<file path="src/rtl/logic_pkg.sv">
// Shared definitions for the NAND-built logic pipeline.
//   op_e       : operation select encodings (2 bits)
//   occ_width  : width of the occupancy counter for a given stage count
package logic_pkg;

  typedef enum logic [1:0] {
    OP_NOT  = 2'b00,
    OP_NAND = 2'b01,
    OP_AND  = 2'b10,
    OP_OR   = 2'b11
  } op_e;

  // Enough bits to count 0..stages inclusive.
  function automatic int occ_width(input int stages);
    return (stages < 1) ? 1 : $clog2(stages + 1);
  endfunction

endpackage

</file>
<file path="src/rtl/nand_vec.sv">
// Bitwise array of 2-input NAND cells; the only logic primitive in the
// logic_pipe datapath.
//   a, b : WIDTH-bit operands
//   y    : WIDTH-bit result, y[i] = ~(a[i] & b[i])
module nand_vec #(
  parameter int WIDTH = 8
) (
  input  logic [WIDTH-1:0] a,
  input  logic [WIDTH-1:0] b,
  output logic [WIDTH-1:0] y
);

  assign y = ~(a & b);

endmodule

</file>
<file path="src/rtl/logic_pipe.sv">
// Pipelined bitwise logic unit (NOT / NAND / AND / OR) with valid/ready
// handshakes on both sides. The result is formed from NAND arrays only,
// captured in stage 0, and carried through STAGES register stages.
//   clk, rst_n          : clock, asynchronous active-low reset
//   in_valid / in_ready : upstream handshake for a, b, op
//   a, b                : WIDTH-bit operands (b ignored for NOT)
//   op                  : 00 NOT, 01 NAND, 10 AND, 11 OR
//   out_valid/out_ready : downstream handshake for z
//   z                   : registered result (last stage)
//   occupancy           : number of valid stages currently held
module logic_pipe
  import logic_pkg::*;
#(
  parameter int WIDTH  = 8,
  parameter int STAGES = 2
) (
  input  logic                            clk,
  input  logic                            rst_n,
  input  logic                            in_valid,
  output logic                            in_ready,
  input  logic [WIDTH-1:0]                a,
  input  logic [WIDTH-1:0]                b,
  input  logic [1:0]                      op,
  output logic                            out_valid,
  input  logic                            out_ready,
  output logic [WIDTH-1:0]                z,
  output logic [occ_width(STAGES)-1:0]    occupancy
);

  localparam int OW = occ_width(STAGES);

  // ---------------------------------------------------------------------
  // NAND-only datapath
  // ---------------------------------------------------------------------
  logic [WIDTH-1:0] nand_ab;
  logic [WIDTH-1:0] nand_aa;
  logic [WIDTH-1:0] nand_bb;
  logic [WIDTH-1:0] and_ab;
  logic [WIDTH-1:0] or_ab;
  logic [WIDTH-1:0] result;

  nand_vec #(.WIDTH(WIDTH)) u_nand_ab (.a(a),       .b(b),       .y(nand_ab));
  nand_vec #(.WIDTH(WIDTH)) u_nand_aa (.a(a),       .b(a),       .y(nand_aa));
  nand_vec #(.WIDTH(WIDTH)) u_nand_bb (.a(b),       .b(b),       .y(nand_bb));
  nand_vec #(.WIDTH(WIDTH)) u_and     (.a(nand_ab), .b(nand_ab), .y(and_ab));
  nand_vec #(.WIDTH(WIDTH)) u_or      (.a(nand_aa), .b(nand_bb), .y(or_ab));

  always_comb begin
    result = '0;
    case (op_e'(op))
      OP_NOT:  result = nand_aa;
      OP_NAND: result = nand_ab;
      OP_AND:  result = and_ab;
      OP_OR:   result = or_ab;
      default: result = '0;
    endcase
  end

  // ---------------------------------------------------------------------
  // Pipeline stages
  // ---------------------------------------------------------------------
  logic [STAGES-1:0]            stage_valid;
  logic [STAGES-1:0]            stage_load;
  logic [STAGES-1:0][WIDTH-1:0] stage_data;
  logic                         in_xfer;
  logic                         out_xfer;

  assign in_ready  = rst_n & stage_load[0];
  assign in_xfer   = in_valid & in_ready;
  assign out_valid = stage_valid[STAGES-1];
  assign out_xfer  = out_valid & out_ready;
  assign z         = stage_data[STAGES-1];

  for (genvar k = 0; k < STAGES; k++) begin : g_stage
    logic             src_valid;
    logic [WIDTH-1:0] src_data;

    // Unrolled form of "load[k] = !valid[k] || load[k+1]": a stage may load
    // when the sink is ready or any stage from k to the end has a hole.
    // Written without the recursive chain so no bit depends on its neighbour.
    assign stage_load[k] = out_ready | ~(&stage_valid[STAGES-1:k]);

    if (k == 0) begin : g_head
      assign src_valid = in_xfer;
      assign src_data  = result;
    end else begin : g_body
      assign src_valid = stage_valid[k-1];
      assign src_data  = stage_data[k-1];
    end

    // Data only moves with a valid token so bubbles leave z untouched.
    always_ff @(posedge clk or negedge rst_n) begin
      if (!rst_n) begin
        stage_valid[k] <= 1'b0;
        stage_data[k]  <= '0;
      end else if (stage_load[k]) begin
        stage_valid[k] <= src_valid;
        if (src_valid) begin
          stage_data[k] <= src_data;
        end
      end
    end
  end

  // ---------------------------------------------------------------------
  // Occupancy counter
  // ---------------------------------------------------------------------
  always_ff @(posedge clk or negedge rst_n) begin
    if (!rst_n) begin
      occupancy <= '0;
    end else begin
      case ({in_xfer, out_xfer})
        2'b10: if (occupancy != OW'(STAGES)) occupancy <= occupancy + OW'(1);
        2'b01: if (occupancy != '0)          occupancy <= occupancy - OW'(1);
        default: occupancy <= occupancy;
      endcase
    end
  end

endmodule

</file>
<file path="config.mk">
export PLATFORM = sky130hd
export DESIGN_NAME = logic_pipe
export DESIGN_NICKNAME = d
export VERILOG_FILES = /design/src/rtl/logic_pkg.sv /design/src/rtl/nand_vec.sv /design/src/rtl/logic_pipe.sv
export SDC_FILE = /design/constraint.sdc
export NUM_CORES = 1
export LEC_CHECK = 0
export CAP_MARGIN = 15
export CORE_MARGIN = 8
export CORE_UTILIZATION = 46
export CTS_CLUSTER_SIZE = 28
export DETAILED_ROUTE_END_ITERATION = 16
export PLACE_DENSITY = 0.79
export SLEW_MARGIN = 0
export SYNTH_ARGS = -nofsm -noshare
export SYNTH_HDL_FRONTEND = slang
export SYNTH_SLANG_ARGS = --single-unit
export TNS_END_PERCENT = 100
</file>
<file path="constraint.sdc">
create_clock -name clk -period 2 [get_ports clk]
set_clock_uncertainty 0.2 [all_clocks]
set_input_delay 0.4 -clock clk [delete_from_list [all_inputs] [get_ports clk]]
set_output_delay 0.4 -clock clk [all_outputs]
set_load 0.01 [all_outputs]
</file>
# --- After elaboration in Yosys (flattened, before gate mapping) ---
# Cells that the tools add are included.
# W data, S select, Z words.
classes:
  reduce_logical: 7
  div_mod_pow: 0
  n_bitwise: 17
  mux: 4
  eq_ne: 8
  add_sub_neg: 2
  shifts: 0
  mul: 0
  order_cmp: 0
op_table:
  columns: ["cell", "n"]
  rows:
  - ["$and A8 B8 Y8", 5]
  - ["$not A8 Y8", 5]
  - ["$pmux W8 S4", 1]
  - ["$eq A2 B2 Y1 const B", 3]
  - ["$ne A2 B2 Y1 const B", 3]
  - ["$reduce_and A2 Y1", 3]
  - ["$eq A2 B1 Y1 const B", 2]
  - ["$mux W2", 2]
  - ["$pmux W2 S2", 1]
  - ["$reduce_bool A2 Y1", 2]
  - ["$and A1 B1 Y1", 3]
  - ["$reduce_and A3 Y1", 1]
  - ["$add A2 B1 Y2 const B", 1]
  - ["$logic_not A2 Y1", 1]
  - ["$not A1 Y1", 2]
  - ["$or A1 B1 Y1", 2]
  - ["$sub A2 B1 Y2 const B", 1]
word_totals:
  out_inout_bits: 12
  input_bits: 22
  ram_bits: 0
  regBits: 20
  latchBits: 0
  memories: 0
  rom_bits: 0

# --- Depth between registers and ports, before layout ---
# Gate-level depths: netlist of the first run.
logic_depth:
  word_depth: 8
  ltp_mapped: 4

# --- Hierarchy ---
# Synthesis of the first run repeated with hierarchy kept, for this count alone.
unflattened:
  cells_unflattened: 110
  hier_area_um2: 1248.7
by_module_without_submodules:
  columns: ["mod", "instances", "cells_per_inst", "area_each_um2", "seq_area_each_um2"]
  rows:
  - ["logic_pipe", 1, 70, 1098.6, 500.5]
  - ["nand_vec", 5, 8, 30.0, 0.0]

# --- Worst setup path before layout of the first run ---
# OpenSTA, ideal clock, no wires.
synth_timing:
  path_type: "input-to-reg"
  startpoint: "in in_valid"
  endpoint: "reg stage_data, in the netlist g_stage[1].src_data[0]"
  t_arrival_ps: 1218
  t_required_ps: 1675
  path_buffers: 1
  setup_slack_ps: 457
  stages: 4
  setup_ps: 125
  path_cell_list: "and2_0 > and2_1 > buf_6 > mux2_4"
synth_via:
  elab_chain_cells: 2
synth_rtl:
  columns: ["item", "line", "text"]
  rows:
  - ["start: declaration", "logic_pipe.sv:19", "input logic in_valid,"]
  - ["$and A1 B1 Y1", "logic_pipe.sv:69", "assign in_xfer = in_valid & in_ready;"]
  - ["$reduce_and A2 Y1 (no source line)", null, null]
  - ["end signal: indexed assignment", "logic_pipe.sv:99", "stage_data[k] <= src_data;"]
  - ["end: declaration", "logic_pipe.sv:64", "logic [STAGES-1:0][WIDTH-1:0] stage_data;"]
# No other way between the ends.
# A chain may end at the register's enable or synchronous reset.

# --- Worst setup path after layout of the first run ---
layout_timing:
  startpoint: "reg occupancy[0]"
  endpoint: "out occupancy[0]"
layout_lines:
  columns: ["item", "line", "text"]
  rows:
  - ["start: declaration", "logic_pipe.sv:27", "output logic [occ_width(STAGES)-1:0] occupancy"]
  - ["start signal: assignment", "logic_pipe.sv:113", "2'b10: if (occupancy != OW'(STAGES)) occupancy <= occupancy + OW'(1);"]
  - ["start signal: assignment", "logic_pipe.sv:114", "2'b01: if (occupancy != '0) occupancy <= occupancy - OW'(1);"]
  - ["start signal: assignment", "logic_pipe.sv:115", "default: occupancy <= occupancy;"]
# No word-level cell between the ends.

==> results of run 1 <==
logic make-up after synthesis:
group                  Yosys count  synth area share [%]
AO/OA/AOI/OAI                   19                  12.3
buffers and inverters            4                  2.01
flip-flops                      20                  44.6
multiplexers                    16                  18.8
AND/OR/NAND/NOR                 43                  22.3
final cells by class:
cell class                 instances  area share (%)
clock buffer                       4            2.26
tap                               30            2.34
sequential                        20            31.2
inverter                           1           0.234
timing repair buffer              43            26.7
multi-input combinational         78            37.3
metal layers:
layer	up-vias	track usage [%]	share of wire, %
met1	433	12.9	47
met5	-	0	0
met3	4	1.70	5.3
li1	463	-	-
met4	0	7.36	1.9
met2	35	20.3	46
power by group through the flow:
stage / Combinational [mW] / Sequential (mW) / Clock (mW)
global placement: 0.471 / 0.578 / 0
finish: 0.485 / 0.573 / 0.228
detailed placement: 0.488 / 0.585 / 0
CTS: 0.495 / 0.575 / 0.236
floorplan: 0.189 / 0.607 / 0
global route: 0.523 / 0.591 / 0.257
path summary, 6_finish.rpt:
| kind | start | end | cells past startpoint |
|---|---|---|---|
| max | occupancy[0] | occupancy[0] | 1 |
| min | z[5] | z[5] | 1 |
| max reg2reg | out_valid | g_stage[1].src_data[1] | 6 |
| min reg2reg | z[5] | z[5] | 1 |
| max in group asynchronous | rst_n | z[3] | 3 |
| min in group asynchronous | rst_n | g_stage[1].src_data[6] | 3 |
sequential cells by signal (all words and copies together) (netlist names):
| signal | flops |
|---|---|
| occupancy | 2 |
| out_valid | 1 |
| g_stage.src_valid | 1 |
| z | 8 |
| g_stage.src_data | 8 |
layout by cell type (no fill, tap or decap):
| cell type | netlist | final |
|---|---|---|
| mux2_4 | 8 | 8 |
| nand4_1 | 5 | 5 |
| buf_12 | 0 | 2 |
| nand2_1 | 12 | 12 |
| and2_1 | 3 | 3 |
| clkbuf_4 | 0 | 3 |
| o21ai_0 | 8 | 8 |
| a221o_1 | 1 | 1 |
| a41oi_1 | 1 | 1 |
| clkdlybuf4s50_1 | 0 | 31 |
| nand3b_4 | 1 | 1 |
| clkbuf_8 | 0 | 1 |
| dlymetal6s2s_1 | 0 | 1 |
| a32oi_1 | 8 | 8 |
| and3_1 | 1 | 1 |
| nor2_1 | 1 | 1 |
| buf_4 | 0 | 8 |
| inv_1 | 1 | 1 |
| dfrtp_1 | 20 | 20 |
| nor2b_1 | 9 | 9 |
| a31o_2 | 1 | 1 |
| and2_0 | 1 | 1 |
| buf_2 | 0 | 1 |
| nand2b_1 | 10 | 10 |
| mux2_2 | 8 | 8 |
stage by stage:
| stage | setup slack (ns) | hold slack, ns |
|---|---|---|
| 3_5_place_dp | -0.285 | 0.293 |
| 6_report | 0.0842 | 0.316 |
| 4_1_cts | 0.0159 | 0.317 |
| 3_3_place_gp | -0.247 | 0.289 |
| 5_1_grt | 0.00307 | 0.343 |
| 2_1_floorplan | 0.457 | -0.0956 |
timing repair:
item | 4_1_cts | 5_1_grt
buffers inserted | 1 | 0
endpoints found under the setup margin | 2 | 2
hold buffers | 0 | 0
resized for setup | 3 | 2
pin swaps | 0 | 0
==> reports/metrics.cfg, run 1 <==
[routing]
first_pass_iters = 4
drc_errors = 0
ant_nets = 0
totalWireLength_um = 2350
first_iter_violations = 28
drt-wirelength-per-cell_um = 13.3
vias = 935
vias_per_cell = 5.31

[finish]
fill_cells = 202
final_cells = 176
diodes = 0
seq_area_um2 = 500
area_growth_pct = 43.1
fin_area_um2 = 1600
fin_util_pct = 67.2
drive_above_1_share_pct = 22.6
multi_input_area_um2 = 598
nets = 169

[cts]
clk_pin_slew_ns = 0.11
cts_tree = yes
cts-root-buf = clkbuf_4
clock_path_buffers = 2
cts_sinks = 20
numCtsBuffers = 3
clk_latency_ns = 0.30
cts_max_level = 1

[sta]
worstMarginPinSlew_ns = 0.418
max_clock_freq_mhz = 522
final.setup.tns_ns = 0
setup_viol = 0
maxSlewHeadroom_pct = 72.0
rsz0062_at_grt = no
period_needed_ns = 1.92
period_share_pct = 95.8
slew_violations = 0
finalHoldViolations = 0

[place]
placed_cells = 171
globalplace.congestion = 0.785
dpl_cell_area_um2 = 1560
place.detailed.hpwl_um = 1900
port_buffers = 33

[global_route]
grt_pass1_vias = 928
antenna_found_initial = 0
grt_util_all_layers_pct = 11.6
grt_max_degree = 22
grt-ovfl-total = 0
grt_first_pass_wirelength_um = 4030

[hold_path]
hold_path_class = flop to flop

[setup_path]
crit_arrival_ns = 1.32
critical-path-top-delay-family = buffers and inverters
worstPathMaxFanout = 6
worstSetupStartpointType = flop
path_cells = clkdlybuf4s50_1
worstSetupPathType = flop to output port
critical_path.endpoint_type = output port
cp_slowest_stage_delay_ns = 0.58
required_ns = 1.40
regToRegSetupSlack_ns = 0.34
cp_slowest_cell = clkdlybuf4s50_1
crit_buf_inv = 1

[synth]
yosys-top-cells-count = dfrtp_1, nand2_1, nand2b_1
synth.area.top_cells = dfrtp_1, mux2_4, mux2_2, a32oi_1, nand2b_1
yosys_most_used_dff = dfrtp_1
syn_area_um2 = 1120
synth.most_common_cell = dfrtp_1
async_flop_share_pct = 100
synth_edf_count = 0
synth.avg_cell_area_um2 = 11.0
yosysTopAreaCell = dfrtp_1
seq_area_frac_synth_pct = 44.6
synth_nets = 124
synth_cells = 102
yosysWarnings = 0
ys_seq_elements = 20
netlist.area_leader.share_pct = 44.6
ys_types = 20

[die]
coreArea_um2 = 2390
ioPinCount = 34
die_area_um2 = 4270
die_x_um = 65.4
start_util_pct = 47.0
die_y_um = 65.4
placementRows = 18

[pwr]
power.share.sequential_pct = 44.6
p_sw_share_pct = 27.5
vdd_ir_drop_max_mv = 0.457
p_sw_uw = 354
powerDensity_nw_per_um2 = 802
clock_power_share_pct = 17.7
power.total_mw = 1.29
power.share.combinational_pct = 37.7
p_leak_nw = 0.681
internal-power_uw = 932

[run_status]
outcome = completed

[job]
drv_cap = 0

Note: power is estimated with default switching activity, not from simulation.
==> run 2, diff against run 1 <==
- CAP_MARGIN: 15 -> default
- PLACE_DENSITY: 0.79 -> 0.88
==> reports/metrics.cfg, run 2 (same netlist as run 1, synthesis figures left out) <==
[run_status]
outcome = completed

[routing]
totalWireLength_um = 2550
vias_per_cell = 5.51
ant_nets = 0
drt-wirelength-per-cell_um = 14.7
first_pass_iters = 4
vias = 959
first_iter_violations = 95
drc_errors = 0

[setup_path]
worstPathMaxFanout = 8
crit_arrival_ns = 1.33
worstRegToRegCells = 5
path_cells = clkdlybuf4s50_1
regToRegSetupSlack_ns = 0.33
rr_startpoint = out_valid
worstSetupStartpointType = flop
critical-path-top-delay-family = buffers and inverters
worstSetupPathType = flop to output port
cp_slowest_stage_delay_ns = 0.57
cp_num_cells = 1
cp_slowest_cell = clkdlybuf4s50_1
critical_path.endpoint_type = output port
required_ns = 1.40
crit_buf_inv = 1
startpoint = out_valid

[sta]
setup_viol = 0
slew_violations = 0
max_clock_freq_mhz = 518
worstMarginPinSlew_ns = 0.461
period_share_pct = 96.5
period_needed_ns = 1.93
finalHoldViolations = 0
rsz0062_at_grt = no
maxSlewHeadroom_pct = 69.1

[global_route]
grt-ovfl-total = 0
grt_util_all_layers_pct = 12.0
grt_max_degree = 20
grt_first_pass_wirelength_um = 4110
antenna_found_initial = 0
grt_pass1_vias = 966

[cts]
cts_max_level = 1
clk_pin_slew_ns = 0.09
clk_latency_ns = 0.29
cts_tree = yes
cts-root-buf = clkbuf_4
clock_path_buffers = 2
cts_sinks = 20
numCtsBuffers = 3
cts-hold-fix-buffers = 0

[pwr]
clock_power_share_pct = 14.4
p_sw_uw = 349
powerDensity_nw_per_um2 = 782
power.share.sequential_pct = 47.1
power.share.combinational_pct = 38.5
p_sw_share_pct = 28.2
internal-power_uw = 888
p_leak_nw = 0.658
power.total_mw = 1.24
vdd_ir_drop_max_mv = 0.396

[die]
die_x_um = 65.4
coreArea_um2 = 2390
placementRows = 18
ioPinCount = 34
die_area_um2 = 4270
die_y_um = 65.4
start_util_pct = 47.0

[finish]
final_cells = 174
layout_commonest_cell = clkdlybuf4s50_1
diodes = 0
area_growth_pct = 41.1
most-common-layout-cells = clkdlybuf4s50_1, dfrtp_1, nand2_1, nand2b_1, nor2b_1
nets = 168
fill_cells = 206
drive_above_1_share_pct = 22.2

[job]
drv_cap = 0

[hold_path]
hold_path_class = input port to async pin

[place]
port_buffers = 33
placed_cells = 171
place.detailed.hpwl_um = 2110
globalplace.congestion = 0.749

-- run 2: changes by cell type in the layout (fill, tap and decap cells not counted), sizes merged --
cell | before | now
clkdlybuf4s50 | 31 | 32
buf | 11 | 9
dlymetal6s2s | 1 | 0
-- run 2: timing repair --
item,4_1_cts,5_1_grt
setup endpoints to repair,2,1
endpoints found under the hold margin,0,0
gates resized for setup,3,1
buffers inserted,0,0
-- run 2: path summary, 6_finish.rpt --
path | end
setup / recovery | out_valid
hold / removal | out_valid
setup reg to reg | g_stage[1].src_data[7]
hold reg to reg | g_stage[1].src_data[1]
max in group asynchronous | g_stage[1].src_data[5]
min in group clk | g_stage[1].src_data[1]
-- run 2: layout make-up --
class                   count  area, µm²  share of cell area, %
well taps                  30       37.5                   2.37
flip-flops and latches     20        502                   31.7
multi-input cells          78        598                   37.8
clock buffers               3       22.5                   1.42
inverters                   1       3.75                  0.237
repair buffers             42        418                   26.4
-- run 2: power by group through the flow --
stage	combinational, mW	sequential, mW	clock (mW)
2_1_floorplan	0.189	0.607	0
3_3_place_gp	0.465	0.581	0
3_5_place_dp	0.483	0.594	0
4_1_cts	0.485	0.585	0.188
5_1_grt	0.515	0.598	0.204
6_report	0.476	0.583	0.178
-- run 2: per-layer routing --
metal  track usage, %  routed length, µm  vias to the layer above
met3             3.40                179                        7
met5                0                  0                        -
met2             22.1               1250                       41
met4             5.72                 52                        0
li1                 -                  -                      458
met1             12.0               1070                      453
-- run 2: metrics by stage --
step | utilization (%) | setup TNS (ns) | hold WS (ns) | setup slack, ns | instance area (µm²)
after global placement | 65.5 | -1.24 | 0.290 | -0.251 | 1560
after global routing | 66.2 | 0 | 0.213 | 0.0153 | 1580
after floorplan | - | 0 | -0.0956 | 0.457 | 1120
after detailed placement | 65.5 | -1.96 | 0.296 | -0.281 | 1560
after CTS | 66.5 | 0 | 0.217 | 0.0111 | 1590
final | 66.2 | 0 | 0.218 | 0.0699 | 1580
==> run 3, diff against run 2 <==
--- a/config.mk
+++ b/config.mk
@@ -11,2 +11,3 @@
 export DETAILED_ROUTE_END_ITERATION = 16
+export MAX_ROUTING_LAYER = met4
 export PLACE_DENSITY = 0.88
==> constraint.sdc (replaced) <==
create_clock -name clk -period 2 [get_ports clk]
set_clock_uncertainty 0.2 [all_clocks]
set_input_delay 0.2 -clock clk [delete_from_list [all_inputs] [get_ports clk]]
set_output_delay 0.2 -clock clk [all_outputs]
set_load 0.01 [all_outputs]
==> reports/metrics.cfg, run 3 (same netlist as run 1, synthesis figures left out) <==
[run_status]
outcome = completed

[die]
die_y_um = 65.4
ioPinCount = 34
die_area_um2 = 4270
placementRows = 18
die_x_um = 65.4
coreArea_um2 = 2390
start_util_pct = 47.0

[setup_path]
path_cells = clkdlybuf4s50_1, nand3b_4, and2_1, clkdlybuf4s50_1
crit_end = in_ready
worstSetupPathType = input port to output port
rr_startpoint = out_valid
regToRegSetupSlack_ns = 0.50
cpMostUsedCell = clkdlybuf4s50_1
cp_slowest_cell = clkdlybuf4s50_1
cp_slowest_stage_delay_ns = 0.53
worstPathMaxFanout = 3
timing.rr.end = g_stage[1].src_data[5]
startpoint = out_ready
critical_path.endpoint_type = output port
worstSetupStartpointType = input port
worstRegToRegCells = 4
required_ns = 1.60
crit_arrival_ns = 1.51

[routing]
wl_met1_um = 1200
vias_per_cell = 5.31
wl_met2_um = 1180
first_pass_iters = 4
first_iter_violations = 91
vias = 924
drc_errors = 0
totalWireLength_um = 2510
drt-wirelength-per-cell_um = 14.4
ant_nets = 0
met3_length_um = 124
maxUsedRoutingLayer = met4

[place]
pre_cts_slack_ns = 0.0776
place.detailed.hpwl_um = 2040
port_buffers = 33
globalplace.congestion = 0.789
dpl_cell_area_um2 = 1520

[sta]
period_share_pct = 95.6
worstMarginPinSlew_ns = 0.481
period_needed_ns = 1.91
whs_ns = 0.0931
maxSlewHeadroom_pct = 67.8
max_clock_freq_mhz = 523
finalHoldViolations = 0
rsz0062_at_grt = no
setup_viol = 0
slew_violations = 0
final.setup.tns_ns = 0
fin_ws_ns = 0.0875

[cts]
cts_tree = yes
numCtsBuffers = 3
clock_path_buffers = 2
cts_max_level = 1
clk_latency_ns = 0.30
cts-root-buf = clkbuf_4
cts_sinks = 20
clk_pin_slew_ns = 0.12

[pwr]
internal-power_mw = 1.02
p_sw_share_pct = 26.3
power.share.sequential_pct = 42.1
vdd_ir_drop_max_mv = 0.532
power.share.combinational_pct = 34.5
clock_power_share_pct = 23.4
powerDensity_nw_per_um2 = 864
p_leak_nw = 0.661
p_sw_uw = 363

[hold_path]
hold_path_class = input port to async pin

[global_route]
grt_util_all_layers_pct = 12.2
antenna_found_initial = 0
grt-ovfl-total = 0
grt_pass1_vias = 959
grt_max_degree = 20
grt_first_pass_wirelength_um = 4240

[finish]
fin_util_pct = 67.0
most-common-layout-cells = clkdlybuf4s50_1, dfrtp_1, nand2_1, nand2b_1, nor2b_1
diodes = 0
drive_above_1_share_pct = 20.8
fin_area_um2 = 1600
layout_commonest_cell = clkdlybuf4s50_1
area_growth_pct = 42.6
nets = 167

[job]
drv_cap = 0

run 3: cell count changes in the layout (fill, tap and decap cells not counted):
cell,previous run,this run
buf_12,2,1
buf_4,7,6
bufinv_16,0,1
clkbuf_2,1,0
clkdlybuf4s50_1,32,33
dlygate4sd3_1,0,1
run 3: metrics by stage:
stage               std cells  power (mW)
floorplan                 102       0.796
global placement          167        1.03
detailed placement        167        1.06
CTS                       172        1.39
global route              174        1.46
finish                    174        1.38
run 3: how the worst min path moves through the flow:
stage	endpoint	slack [ns]
5_1_grt	occupancy[0]	0.12
4_1_cts	g_stage[1].src_data[3]	0.1
3_3_place_gp	out_valid	0.20
3_5_place_dp	out_valid	0.21
2_1_floorplan	g_stage[1].src_data[0]	-0.30
6_report	g_stage[1].src_data[3]	0.09
run 3: power groups by stage:
stage	clock [mW]	sequential (mW)	combinational, mW
final	0.323	0.581	0.477
after global routing	0.355	0.594	0.515
after CTS	0.328	0.583	0.475
after detailed placement	0	0.591	0.473
after global placement	0	0.582	0.452
after floorplan	0	0.607	0.189
run 3: final cells by class:
type	count	area, µm²
timing repair buffer	41	405
fill	212	788
inverter	1	3.75
multi-input combinational	78	598
tap	30	37.5
sequential	20	502
clock inverter	1	30.0
clock buffer	3	22.5
run 3: critical path: cells and delay by family:
| family | cells | cell delay (ns) |
|---|---|---|
| buf+inv | 2 | 1.03 |
| simple gates | 2 | 0.28 |
run 3: timing repair:
item | 4_1_cts | 5_1_grt
hold endpoints to repair | 2 | 0
endpoints found under the setup margin | 1 | 1
pin swaps | 0 | 0
gates resized for setup | 1 | 0
setup buffers | 0 | 2
hold buffers | 1 | 0
run 3: metal layers:
layer	vias to the layer above	GRT usage, %
li1	457	-
met1	430	14.3
met2	35	20.9
met3	2	2.89
met4	0	2.45
met5	-	-
